## config.mk

```make
export PLATFORM = sky130hd
export DESIGN_NAME = display_scan_mux
export DESIGN_NICKNAME = d
export VERILOG_FILES = /design/src/rtl/display_scan_pkg.sv /design/src/rtl/display_scan_mux_tick.sv /design/src/rtl/display_scan_mux.sv
export SDC_FILE = /design/constraint.sdc
export NUM_CORES = 1
export LEC_CHECK = 0
export ABC_AREA = 1
export CAP_MARGIN = 5
export CORE_UTILIZATION = 35
export CTS_BUF_LIST = sky130_fd_sc_hd__clkbuf_16
export CTS_CLUSTER_DIAMETER = 60
export DETAILED_ROUTE_END_ITERATION = 16
export DONT_BUFFER_PORTS = 1
export PLACE_DENSITY_LB_ADDON = 0.1
export SYNTH_ARGS = -nofsm -noshare
export SYNTH_HDL_FRONTEND = slang
export SYNTH_SLANG_ARGS = --single-unit
```

## constraint.sdc

```tcl
create_clock -name clock -period 3.9 [get_ports clock]
set_input_delay 0.585 -clock clock [delete_from_list [all_inputs] [get_ports clock]]
set_output_delay 0.585 -clock clock [all_outputs]
set_load 0.1 [all_outputs]
```

## src/rtl/display_scan_pkg.sv

```systemverilog
// ----------------------------------------------------------------------------
// display_scan_pkg
//   Shared types and helpers for the display scan multiplexer.
//   - scan_state_t : scanner FSM state (IDLE, SCAN)
//   - DIGIT_W      : bits per hex digit
//   - MAX_DIGITS   : largest supported digit count; width of onehot_sel()
//   - IDX_W        : digit index width for the default 4-digit build
//   - onehot_sel() : one-hot digit select from a digit index
// ----------------------------------------------------------------------------
package display_scan_pkg;

    typedef enum logic {
        IDLE = 1'b0,
        SCAN = 1'b1
    } scan_state_t;

    localparam int DIGIT_W      = 4;
    localparam int MAX_DIGITS   = 8;
    localparam int N_DIGITS_DEF = 4;
    localparam int IDX_W        = $clog2(N_DIGITS_DEF);

    // The caller slices the low N_DIGITS bits.
    function automatic logic [MAX_DIGITS-1:0] onehot_sel(input int idx);
        onehot_sel = MAX_DIGITS'(1) << idx;
    endfunction

endpackage

```

## src/rtl/display_scan_mux_tick.sv

```systemverilog
// ----------------------------------------------------------------------------
// scan_tick_gen
//   Digit-slot prescaler. It counts 0..TICK_DIV-1 and wraps. slot_end is high
//   for the single cycle in which the count sits at TICK_DIV-1.
//   clear holds the count at 0 and suppresses slot_end.
// Ports
//   clock     in  system clock, rising edge
//   reset     in  synchronous, active-low
//   clear     in  1 = hold prescaler at 0
//   slot_end  out 1-cycle pulse on the last cycle of a slot
// ----------------------------------------------------------------------------
module scan_tick_gen #(
    parameter int TICK_DIV = 50000
) (
    input  logic clock,
    input  logic reset,
    input  logic clear,
    output logic slot_end
);

    localparam int CW = $clog2(TICK_DIV);

    logic [CW-1:0] count;
    logic          at_end;

    assign at_end   = (count == CW'(TICK_DIV - 1));
    assign slot_end = at_end && !clear;

    always_ff @(posedge clock) begin
        if (!reset || clear) begin
            count <= '0;
        end else if (at_end) begin
            count <= '0;
        end else begin
            count <= count + CW'(1);
        end
    end

endmodule

```

## src/rtl/display_scan_mux.sv

```systemverilog
// ----------------------------------------------------------------------------
// display_scan_mux
//   Time-multiplexed scanner for an N-digit hex value. Each scan slot presents
//   one digit on hexa, a one-hot select on digito_sel and a blank flag.
//   A new value is captured into a pending register on load. It becomes
//   visible only at a frame boundary, so a frame never shows a mix of old and
//   new digits.
//   Optional macro DISPLAY_SCAN_LZB_EN enables leading-zero blanking.
// Ports
//   clock        in  system clock, rising edge
//   reset        in  synchronous, active-low
//   enable       in  1 = scan, 0 = idle/dark
//   load         in  1-cycle strobe, captures valor into the pending register
//   valor        in  hex value, digit k = valor[4k+3:4k]
//   blank_mask   in  1 = force digit k blank (sampled live)
//   hexa         out current digit code
//   digito_sel   out one-hot digit select, 0 when idle
//   blank        out 1 = current digit dark
//   frame_start  out 1-cycle pulse when the digit 0 slot begins
// ----------------------------------------------------------------------------
//   state | meaning
//   IDLE  | display dark, prescaler and index held at 0
//   SCAN  | cycling digit slots, TICK_DIV cycles each
// ----------------------------------------------------------------------------
module display_scan_mux
    import display_scan_pkg::*;
#(
    parameter int N_DIGITS = 4,
    parameter int TICK_DIV = 50000
) (
    input  logic                  clock,
    input  logic                  reset,
    input  logic                  enable,
    input  logic                  load,
    input  logic [4*N_DIGITS-1:0] valor,
    input  logic [N_DIGITS-1:0]   blank_mask,
    output logic [3:0]            hexa,
    output logic [N_DIGITS-1:0]   digito_sel,
    output logic                  blank,
    output logic                  frame_start
);

    localparam int IW = $clog2(N_DIGITS);

    scan_state_t           state;
    logic [IW-1:0]         idx;
    logic [IW-1:0]         idx_nxt;
    logic [4*N_DIGITS-1:0] pending;
    logic [4*N_DIGITS-1:0] active;
    logic [4*N_DIGITS-1:0] active_nxt;
    logic [4*N_DIGITS-1:0] commit_val;
    logic                  slot_end;
    logic                  tick_clear;
    logic                  last_slot;
    logic                  commit;
    logic [N_DIGITS-1:0]   lz_blank;
    logic [MAX_DIGITS-1:0] sel_full;

    // The prescaler is released only while scanning continues. The entry edge
    // therefore starts digit 0 with a count of 0, which gives a full slot.
    assign tick_clear = (state == IDLE) || !enable;

    scan_tick_gen #(
        .TICK_DIV (TICK_DIV)
    ) u_tick (
        .clock    (clock),
        .reset    (reset),
        .clear    (tick_clear),
        .slot_end (slot_end)
    );

    assign last_slot  = (idx == IW'(N_DIGITS - 1));
    // A load on the same edge as a commit bypasses pending.
    assign commit_val = load ? valor : pending;
    assign commit     = enable && ((state == IDLE) || (slot_end && last_slot));
    assign active_nxt = commit ? commit_val : active;

    always_comb begin
        idx_nxt = idx;
        if ((state == IDLE) || !enable) begin
            idx_nxt = '0;
        end else if (slot_end) begin
            idx_nxt = last_slot ? '0 : idx + IW'(1);
        end
    end

    assign sel_full = onehot_sel(int'(idx_nxt));

    // Leading-zero blanking: a digit is dark when it and every digit above it
    // are zero. Digit 0 is always shown.
`ifdef DISPLAY_SCAN_LZB_EN
    logic upper_zero;
    always_comb begin
        lz_blank   = '0;
        upper_zero = 1'b1;
        for (int k = N_DIGITS - 1; k >= 1; k--) begin
            upper_zero  = upper_zero && (active_nxt[4*k +: 4] == 4'h0);
            lz_blank[k] = upper_zero;
        end
    end
`else
    always_comb begin
        lz_blank = '0;
    end
`endif

    // Outputs are computed from the next index and the next active value.
    // They therefore change on the same edge as idx and state. Because blank
    // is recomputed every cycle, blank_mask changes take effect mid-slot.
    always_ff @(posedge clock) begin
        if (!reset) begin
            state       <= IDLE;
            idx         <= '0;
            pending     <= '0;
            active      <= '0;
            hexa        <= 4'h0;
            digito_sel  <= '0;
            blank       <= 1'b1;
            frame_start <= 1'b0;
        end else begin
            if (load) begin
                pending <= valor;
            end
            active <= active_nxt;
            idx    <= idx_nxt;

            case (state)
                IDLE:    state <= enable ? SCAN : IDLE;
                SCAN:    state <= enable ? SCAN : IDLE;
                default: state <= IDLE;
            endcase

            if (enable) begin
                hexa        <= active_nxt[{idx_nxt, 2'b00} +: 4];
                digito_sel  <= sel_full[N_DIGITS-1:0];
                blank       <= blank_mask[idx_nxt] | lz_blank[idx_nxt];
                frame_start <= commit;
            end else begin
                hexa        <= 4'h0;
                digito_sel  <= '0;
                blank       <= 1'b1;
                frame_start <= 1'b0;
            end
        end
    end

endmodule
```

==> out/summary.txt <==
Status - complete, no violations
Total Nets Final - 378
FF+latch count, synth - 61
FILL cells - 777
TNS Setup - 0 ns
DRT antenna net count - 0
Top-count cell post-synth - nor2_1
Top-area cell type share of the netlist area - 44.8%
Total GRT Usage - 15.4%
Syn-to-layout area delta - 14.1%
Max Cap Viol - 0
CP Max Fanout - 1
CTS tree - done
Clk Latency, worst-skew pair - 0.32 ns
Final WL - 5670 µm
F_max - 533 MHz
Worst setup SP type - flip-flop
Ant. Diodes - 0
Rows - 31
Final setup vio count - 0
Post-DP HPWL - 3980 µm
Storage element area - 1220 µm²
Vias in the first global route - 2,070
Drt pass-1 iters - 4
PD cells - 518 nW/µm²
First-pass GRT wire length - 9820 µm
Synth warn - 0
CTS buffer count - 9
Avg Cell Area, Syn - 7.80 µm²
Ys flop type - dfxtp_1
Core Footprint - 7370 µm²
Routed vias/inst - 4.53
Seq/Total Area, Yosys - 44.8%
DRT iter0 DRCs - 54
Grt ovf - 0
Data arrival, critical path - 1.29 ns
Worst min-delay path category - in -> reg
Post CTS Setup Buffer Count - 0
CTS Hold Bufs - 0
I/O pin count - 34
WL per Instance - 12.4 µm
Synth cell types - 34
Rel. slew slack - 34.3%
Util after Layout - 42.2%
Chip Height - 90.2 µm
Final count of hold timing violations - 0
Crit end category - output pin
Initial Utilization - 37.0%
RSZ-0062 raised after global routing - no
Mapped Cells - 349
Tcrit/Tclk final - 48.1%
Synth Net Count - 375
PortBufs - 0
Layout cells sized above 1 - 15.4%
Via count - 2,066
Die Span X - 90.2 µm
Area of the multi-input gates - 1280 µm²
CTS Root Cell - clkbuf_16
Reg clk slew, reported paths - 0.05 ns
DRC Markers - 0
Setup Skew - 0.00571 ns
Worst EP required - 3.31 ns
Gpl congestion - 0.752
Max Slew Vio Count - 0
Worst-Margin Slew - 0.984 ns
Pin count of the biggest net entering global routing - 35
H-tree depth - 3
Number of synthesized flops with an enable pin - 0
TritonCTS sink count - 61
Die area - 8140 µm²
Max VDD drop - 282 µV
Min Tclk post-route - 1.88 ns
Cell taking the most area after synthesis - dfxtp_1
CTS Buffer Depth - 2
Post_cts resized - 0
Async set-or-reset flop fraction in the synthesized netlist - 0%
Post-synth top cells - 79 x nor2_1, 61 x dfxtp_1, 59 x nand2_1
Reported leakage power - 1.35 nW
Initial antenna violation count - 0
Type of the worst setup path - reg -> out
Mapped Area - 2720 µm²
Synth area leaders - dfxtp_1 45%, nor2_1 11%, nand2_1 8.1%
final timing paths:
path	start	endpoint	slack, ns	depth (start not counted)
setup / recovery	hexa[1]$_SDFF_PN0_	hexa[1]	2.02	0
hold / removal	reset	frame_start$_SDFF_PN0_	0.41	2
setup reg to reg	u_tick.count[0]$_SDFF_PP0_	hexa[1]$_SDFF_PN0_	2.05	10
hold reg to reg	u_tick.count[0]$_SDFF_PP0_	u_tick.count[0]$_SDFF_PP0_	0.45	1
report_power, final:
| group | leakage (nW) | internal, W | total (W) | switching [W] |
|---|---|---|---|---|
| logic | 0.702 | 0.0000325 | 0.0000864 | 0.0000539 |
| clock network | 0.151 | 0.000555 | 0.000840 | 0.000285 |
| registers | 0.500 | 0.000650 | 0.000682 | 0.0000322 |
metrics by stage:
step	setup WS, ns	power [W]	std cells	area (µm²)	hold slack (ns)
detailed placement	1.92	0.000784	440	2790	0.439
floorplan	2.15	0.000776	349	2720	0.418
global placement	1.98	0.000782	440	2790	0.425
global route	1.84	0.00167	456	3110	0.422
finish	2.02	0.00161	456	3110	0.413
CTS	2.00	0.00163	456	3110	0.407
layer usage:
metal | global-route usage, % | up-vias | share of wire, %
met5 | 0 | - | 0
met4 | 4.44 | 0 | 0.48
met3 | 4.82 | 4 | 4.2
met2 | 26.3 | 35 | 49
met1 | 18.6 | 931 | 47
li1 | - | 1096 | -
state kept, by name, indices dropped and copies added (netlist names):
signal and cells:
frame_start 1, idx 2, blank 1, state 1
pending 16, u_tick.count 16, digito_sel 4, active 16
hexa 4
logic make-up after synthesis:
logic type      synth area share [%]
buf+inv                         8.13
simple gates                    36.1
flops                           44.8
fa+ha+maj                      0.919
mux                             5.88
xor+xnor                       0.965
compound gates                  3.22
final cells by class:
| cell class | instances | share of cell area, % |
|---|---|---|
| multi-input combinational | 237 | 41.2 |
| sequential | 61 | 39.3 |
| clock buffer | 9 | 7.25 |
| inverter | 42 | 5.07 |
| timing repair buffer | 1 | 0.242 |
| tap | 99 | 3.99 |
| clock inverter | 7 | 2.90 |
layout by cell type, fill, tap and decap left out:
cell type,netlist,routed
buf_4,1,1
nand3_4,2,2
nand4_1,1,1
clkinv_2,0,3
nand2_2,13,13
nand2_1,59,59
nor3_1,1,1
nor2_2,2,2
a21oi_1,8,8
or2_2,2,2
nand3b_1,1,1
nand2_4,1,1
a211oi_1,1,1
a21oi_2,1,1
clkinvlp_4,0,2
nand3_1,25,25
clkbuf_16,0,9
bufinv_16,0,2
nand2_8,2,2
mux2i_1,16,16
xor2_1,3,3
nor3_2,1,1
nor2_1,79,79
inv_2,5,5
o21ai_0,5,5
nor3b_1,2,2
dfxtp_1,61,61
nand3_2,3,3
nor3_4,1,1
a31oi_1,1,1
inv_1,37,37
ha_1,2,2
nor2_4,5,5
Power figures use the tool's default switching activity.
